<file path="src/rtl/word_serializer.sv">
// word_serializer: turns WORD_SIZE-bit words into a gap-free 8-bit byte stream.
// Byte 0 (bits [7:0]) is sent first.
// A one-word pending buffer lets the source hand over the next word while the
// current word is still shifting out, so back-to-back words need no idle cycle.
// Every output is decoded from registered state only. No input has a
// combinational path to any output.
module word_serializer #(
    parameter int WORD_SIZE = 256,
    parameter int CNT_W     = 16
) (
    input  logic                 clk,
    input  logic                 rst_n,
    input  logic [WORD_SIZE-1:0] in_data,
    input  logic                 in_valid,
    output logic                 in_ready,
    output logic [7:0]           out_byte,
    output logic                 out_valid,
    input  logic                 out_ready,
    output logic                 out_first,
    output logic                 out_last,
    output logic [CNT_W-1:0]     words_sent,
    output logic                 busy
);

    localparam int BYTE_CNT = WORD_SIZE / 8;
    localparam int IDX_W    = $clog2(BYTE_CNT);
    localparam logic [IDX_W-1:0] IDX_ZERO = IDX_W'(1'b0);
    localparam logic [IDX_W-1:0] IDX_ONE  = IDX_W'(1'b1);
    localparam logic [IDX_W-1:0] IDX_LAST = IDX_W'(BYTE_CNT - 1);

    typedef enum logic [0:0] {
        ST_IDLE = 1'b0,
        ST_SEND = 1'b1
    } state_t;

    state_t                 state_r, state_s;
    logic [WORD_SIZE-1:0]   cur_r, cur_s;
    logic [WORD_SIZE-1:0]   pend_r, pend_s;
    logic                   pend_vld_r, pend_vld_s;
    logic [IDX_W-1:0]       idx_r, idx_s;
    logic [CNT_W-1:0]       words_r, words_s;

    logic                   accept_s;
    logic                   xfer_s;
    logic                   last_s;

    // Handshake qualifiers derived from registered state and the current inputs.
    always_comb begin
        accept_s = in_valid & ~pend_vld_r;
        xfer_s   = (state_r == ST_SEND) & out_ready;
        last_s   = (idx_r == IDX_LAST);
    end

    // Next-state logic for the FSM, the word registers, the byte index and the counter.
    always_comb begin
        state_s    = state_r;
        cur_s      = cur_r;
        pend_s     = pend_r;
        pend_vld_s = pend_vld_r;
        idx_s      = idx_r;
        words_s    = words_r;
        case (state_r)
            ST_IDLE: begin
                if (accept_s) begin
                    cur_s   = in_data;
                    idx_s   = IDX_ZERO;
                    state_s = ST_SEND;
                end else begin
                    state_s = ST_IDLE;
                end
            end
            ST_SEND: begin
                if (xfer_s && last_s) begin
                    words_s = words_r + CNT_W'(1'b1);
                    if (pend_vld_r) begin
                        // The pending word takes over with no bubble.
                        cur_s      = pend_r;
                        idx_s      = IDX_ZERO;
                        pend_vld_s = 1'b0;
                    end else if (accept_s) begin
                        // The word arriving on the final byte loads straight into cur.
                        cur_s = in_data;
                        idx_s = IDX_ZERO;
                    end else begin
                        state_s = ST_IDLE;
                    end
                end else begin
                    if (xfer_s) begin
                        idx_s = idx_r + IDX_ONE;
                    end else begin
                        idx_s = idx_r;
                    end
                    if (accept_s) begin
                        pend_s     = in_data;
                        pend_vld_s = 1'b1;
                    end else begin
                        pend_vld_s = pend_vld_r;
                    end
                end
            end
            default: begin
                state_s    = ST_IDLE;
                pend_vld_s = 1'b0;
                idx_s      = IDX_ZERO;
            end
        endcase
    end

    // State register. Reset discards any in-flight or pending word.
    always_ff @(posedge clk or negedge rst_n) begin
        if (!rst_n) begin
            state_r    <= ST_IDLE;
            cur_r      <= {WORD_SIZE{1'b0}};
            pend_r     <= {WORD_SIZE{1'b0}};
            pend_vld_r <= 1'b0;
            idx_r      <= IDX_ZERO;
            words_r    <= {CNT_W{1'b0}};
        end else begin
            state_r    <= state_s;
            cur_r      <= cur_s;
            pend_r     <= pend_s;
            pend_vld_r <= pend_vld_s;
            idx_r      <= idx_s;
            words_r    <= words_s;
        end
    end

    // Output decode, driven purely from registered state.
    always_comb begin
        in_ready   = ~pend_vld_r;
        out_valid  = (state_r == ST_SEND);
        out_byte   = cur_r[{idx_r, 3'b000} +: 8];
        out_first  = (state_r == ST_SEND) & (idx_r == IDX_ZERO);
        out_last   = (state_r == ST_SEND) & (idx_r == IDX_LAST);
        words_sent = words_r;
        busy       = (state_r == ST_SEND) | pend_vld_r;
    end

endmodule
</file>
<file path="config.mk">
export PLATFORM = sky130hd
export DESIGN_NAME = word_serializer
export DESIGN_NICKNAME = d
export VERILOG_FILES = /design/src/rtl/word_serializer.sv
export SDC_FILE = /design/constraint.sdc
export NUM_CORES = 1
export LEC_CHECK = 0
export ABC_AREA = 1
export CAP_MARGIN = 20
export CORE_AREA = 2 2 239 358
export CTS_BUF_LIST = sky130_fd_sc_hd__clkbuf_8
export DETAILED_ROUTE_END_ITERATION = 10
export DIE_AREA = 0 0 241 360
export PLACE_DENSITY = 0.57
export SYNTH_ARGS = -nofsm -noshare
export SYNTH_HDL_FRONTEND = slang
export SYNTH_SLANG_ARGS = --single-unit
</file>
<file path="constraint.sdc">
create_clock -name clk -period 2.1 [get_ports clk]
set_input_delay 0.525 -clock clk [delete_from_list [all_inputs] [get_ports clk]]
set_output_delay 0.525 -clock clk [all_outputs]
set_load 0.1 [all_outputs]
</file>
-- Word level (Yosys, flattened, before mapping)
Index checks and enable logic that the tools add are counted.
- bitwise operators: 8
- shift operators: 1
- eq/ne operators: 3
- mux-type cells: 15
- add/subtract/negate cells: 2
- reductions and logical operators: 6
- operator list (kind ; count):
    $mux W256 ; 3
    $pmux W256 S2 ; 1
    $shiftx A256 B9 Y8 ; 1
    $mux W5 ; 4
    $add A16 B1 Y16 const B ; 1
    $pmux W5 S2 ; 1
    $add A5 B1 Y5 const B ; 1
    $eq A5 B5 Y1 const B ; 1
    $logic_not A5 Y1 ; 1
    $mux W1 ; 5
    $and A1 B1 Y1 ; 4
    $reduce_and A2 Y1 ; 2
    $ne A3 B1 Y1 const B ; 1
    $not A1 Y1 ; 3
    $reduce_and A3 Y1 ; 1
    $ne A2 B1 Y1 const B ; 1
    $pmux W1 S2 ; 1
    $reduce_bool A2 Y1 ; 1
    $logic_and A1 B1 Y1 ; 1
    $or A1 B1 Y1 ; 1
- register bits after elaboration: 535
- logic and storage cells: 41

-- Logic depth before layout (Yosys ltp)
- depth after elaboration: 6
- gate-level depth with buffers: 13
- mapped depth without buffers: 13

-- Least setup slack after synthesis
OpenSTA, ideal clock, no wires.
- path type: reg-to-output
- from: register idx_r[1]
- to: output out_byte[1]
- slack: -1.042 ns
- stages on the path, launching flop included: 10
- buffers on the path: 2
- data arrival time: 2.617 ns
- path through: dfrtp_1 inv_1 clkbuf_1 clkbuf_1 o211ai_1 nand2_1 nand2_1 nand2_1 nor2_1 nor2_1
- word-level cells in the longest chain between the ends: 1
- RTL lines (element ; line ; text):
    from (decl) ; 40 ; logic [IDX_W-1:0] idx_r, idx_s;
    from (signal assigned) ; 123 ; idx_r <= idx_s;
    $shiftx A256 B9 Y8 ; 132 ; out_byte = cur_r[{idx_r, 3'b000} +: 8];
    to (decl) ; 16 ; output logic [7:0] out_byte,
Every way passes these cells.

-- Final worst setup path
- from: register idx_r[0]
- to: output out_byte[4]
Same word-level chain as after synthesis.

==> metrics.txt <==
status finished, violations left; failing checks setup timing; clk_lat worst skew between 0.7 and 0.8 ns; Worst Path Max Fanout 31; crit end category output pin; CTS tree done; Max transition margin 36.5%; Worst VDD drop 1490 uV; H-tree depth 3; number of synthesized register bits 535; Die ar. between 80,000 and 90,000 um2; Int Power 27.7 mW; global-route wire length before repair ~130 mm; CTS Root Cell clkbuf_8; via/cell ratio around 4.8; yosys warns 0; syn_area_per_cell 10.4 um2; ratio of cells with drive above 1 in the final layout approximately two fifths; Die Wd 241 um; Worst Hold Class primary input to async pin; Final nets around 3,200; main flop type after synthesis dfrtp_1; Core Region between 80,000 and 90,000 um2; # rows 130; initial antenna violation count 11; vias in the first global route approximately 20,000; Post-Syn Nets roughly 2,600; setup ws final -0.976 ns; clock-pin transition on the worst setup and hold timing paths around 0.060 ns; Pwr Total about 44 mW; Final min period roughly 3.1 ns; Post-synth EDFFs 0; max cap viols 0; Worst-Margin Slew between 0.9 and 1 ns; Cell Area, Synth 24,900 um2; Routed Antenna Nets 0; pwr dens around 1200 nW/um2; final hold violations 0; GRT Util Overall 19.5%; DRC viols 0; Comb pwr share approximately two fifths; Max Fclk ~0.33 GHz; Crit Path Category flop to output pin; PortBufs 288; Cell variety after synth 29; final slew viol count 0; Switching Fraction 36.5%; sw power ~16 mW; DIE HEIGHT around 360 um; dpl hpwl approximately 57 mm; CP Data Arrival Time roughly 2.6 ns; clk sinks 535; unrepaired setup endpoints after global routing true; CP startpoint kind flop; LEAKAGE between 15 and 20 nW; wire per inst 21.5 um; Tcrit/Tclk final 146%; DRT iter0 DRCs approximately 1,200; placed insts 3,830; Syn-to-layout area delta 45.8%; Non-Filler Instances between 4,000 and 5,000; cts bufs inserted between 80 and 90; Post-synth ARST share 100%; Clk pwr share roughly 22%; initial core utilization 29.7%; sequential fraction of the synthesis area 53.9%; clk_skew about 0.033 ns; via count about 20,000; clock tree buffer depth 3; final setup violation count around 540; CP Data Required Time 1.57 ns; placer congestion estimate slightly above 0.8; cells after synthesis ~2,400; grt total ovfl 0; pin count of the biggest net entering global routing 53; Seq pwr share 37.0%; DRT Pass-1 Iters 5; Post-Route WL 88.8 mm; # IOs a little under 300
-- worst paths after layout --
path,slack (ns),start,cells past startpoint,end
worst max-delay path,-0.98,idx_r[0],10,out_byte[4]
worst min register to register,0.49,pend_r[41],1,pend_r[41]
worst min-delay path,0.35,rst_n,2,pend_r[132]
min in group clk,0.45,in_data[34],2,pend_r[34]
max in group asynchronous,0.93,rst_n,4,cur_r[254]
worst max register to register,-0.52,idx_r[0],15,pend_r[111]
-- kinds of logic after synthesis --
| kind of cell | Yosys count | synth area share, % |
|---|---|---|
| AND/OR/NAND/NOR | 582 | 9.71 |
| AO/OA/AOI/OAI | 555 | 16.2 |
| flip-flops | 535 | 53.9 |
| buffers and inverters | 440 | 8.08 |
| multiplexers | 256 | 11.6 |
| XOR/XNOR | 9 | 0.317 |
| adder cells (fa/ha/maj) | 4 | 0.201 |
-- per-layer routing --
layer | part of all wire [%] | global-route usage [%]
met4 | 3.5 | 8.22
met5 | 0.054 | 0
met2 | 50 | 32.6
met1 | 42 | 24.6
met3 | 5.0 | 3.67
-- cells in the mapped netlist (19+ instances only) --
library cell | instances | area [um2]
a21oi_1 | 19 | 95.1
a21oi_2 | 240 | 2100
buf_1 | 19 | 71.3
buf_6 | 37 | 417
clkbuf_1 | 73 | 274
dfrtp_1 | 535 | 13400
inv_1 | 275 | 1030
mux2_1 | 32 | 360
mux2_2 | 224 | 2520
nand2_1 | 372 | 1400
nand3_1 | 145 | 726
nor2_1 | 51 | 191
o21ai_0 | 24 | 120
o22ai_1 | 256 | 1600
-- timing repair --
item                       CTS  global route
hold endpoints to repair    19             0
pin swaps                   50            58
buffers inserted            36            30
gates resized for setup    175           159
setup endpoints to repair  523           544
hold buffers                 1             0
gates cloned                34            30
-- state kept, by name, summed over array words and instances, names as in the netlist --
register and flops:
out_valid 1, cur_r 256, idx_r 5, words_sent 16, pend_vld_r 1, pend_r 256
-- placed cells by master (no fill, tap or decap), types with 11 or more instances in the layout --
| cell type | netlist | routed |
|---|---|---|
| mux2_1 | 32 | 32 |
| nand3_2 | 0 | 44 |
| clkbuf_16 | 0 | 24 |
| mux2_2 | 224 | 224 |
| o21ai_0 | 24 | 11 |
| nand3_1 | 145 | 90 |
| o22ai_1 | 256 | 236 |
| inv_1 | 275 | 304 |
| a21oi_2 | 240 | 243 |
| nand2_2 | 4 | 57 |
| nor2_1 | 51 | 20 |
| buf_8 | 0 | 12 |
| buf_6 | 37 | 29 |
| o211ai_1 | 16 | 16 |
| nor2_4 | 0 | 21 |
| buf_4 | 16 | 142 |
| o22ai_2 | 0 | 20 |
| clkdlybuf4s50_1 | 0 | 258 |
| dfrtp_1 | 535 | 530 |
| nand2_1 | 372 | 311 |
| a21oi_1 | 19 | 16 |
| clkbuf_8 | 0 | 110 |
| buf_12 | 0 | 98 |
| nor2_2 | 1 | 11 |
| buf_16 | 0 | 39 |
| nand3_4 | 1 | 12 |
-- critical path, cell delays in order (launching register included) --
cell and delay, ns:
dfrtp_4 0.53, buf_6 0.16, buf_12 0.16, nand2_1 0.09
nand3_1 0.13, nand2_1 0.13, nand2_1 0.07, nand3_2 0.13
nor2_4 0.06, nor2_4 0.18, buf_12 0.20
-- metrics by stage --
stage,hold slack [ns],setup slack (ns),setup TNS [ns],utilization (%),cell area (um2)
finish,0.346,-0.976,-224.24,43.4,36300
global route,0.339,-1.07,-260.38,43.4,36300
CTS,0.311,-1.00,-220.76,41.4,34600
detailed placement,0.481,-0.463,-174.70,36.9,30800
global placement,0.473,-0.460,-172.76,36.9,30800
floorplan,0.229,-0.0444,-0.327,-,25100
-- power by group through the flow --
stage / clock network [mW] / logic (mW) / registers (mW)
2_1_floorplan: 0 / 9.64 / 15.9
3_3_place_gp: 0 / 14.7 / 16.1
3_5_place_dp: 0 / 14.9 / 16.2
4_1_cts: 9.64 / 17.2 / 16.0
5_1_grt: 10.1 / 19.4 / 16.6
6_report: 9.37 / 18.1 / 16.1
-- layout make-up --
cell class,count,area [um2]
Antenna cell,7,17.5
Clock buffer,110,1510
Clock inverter,48,270
Fill cell,7935,47400
Inverter,279,1110
Multi-Input combinational cell,1409,10500
Sequential cell,535,13400
Tap cell,1122,1400
Timing Repair Buffer,610,8030
Timing Repair inverter,1,11.3
Power figures use the tool's default switching activity.
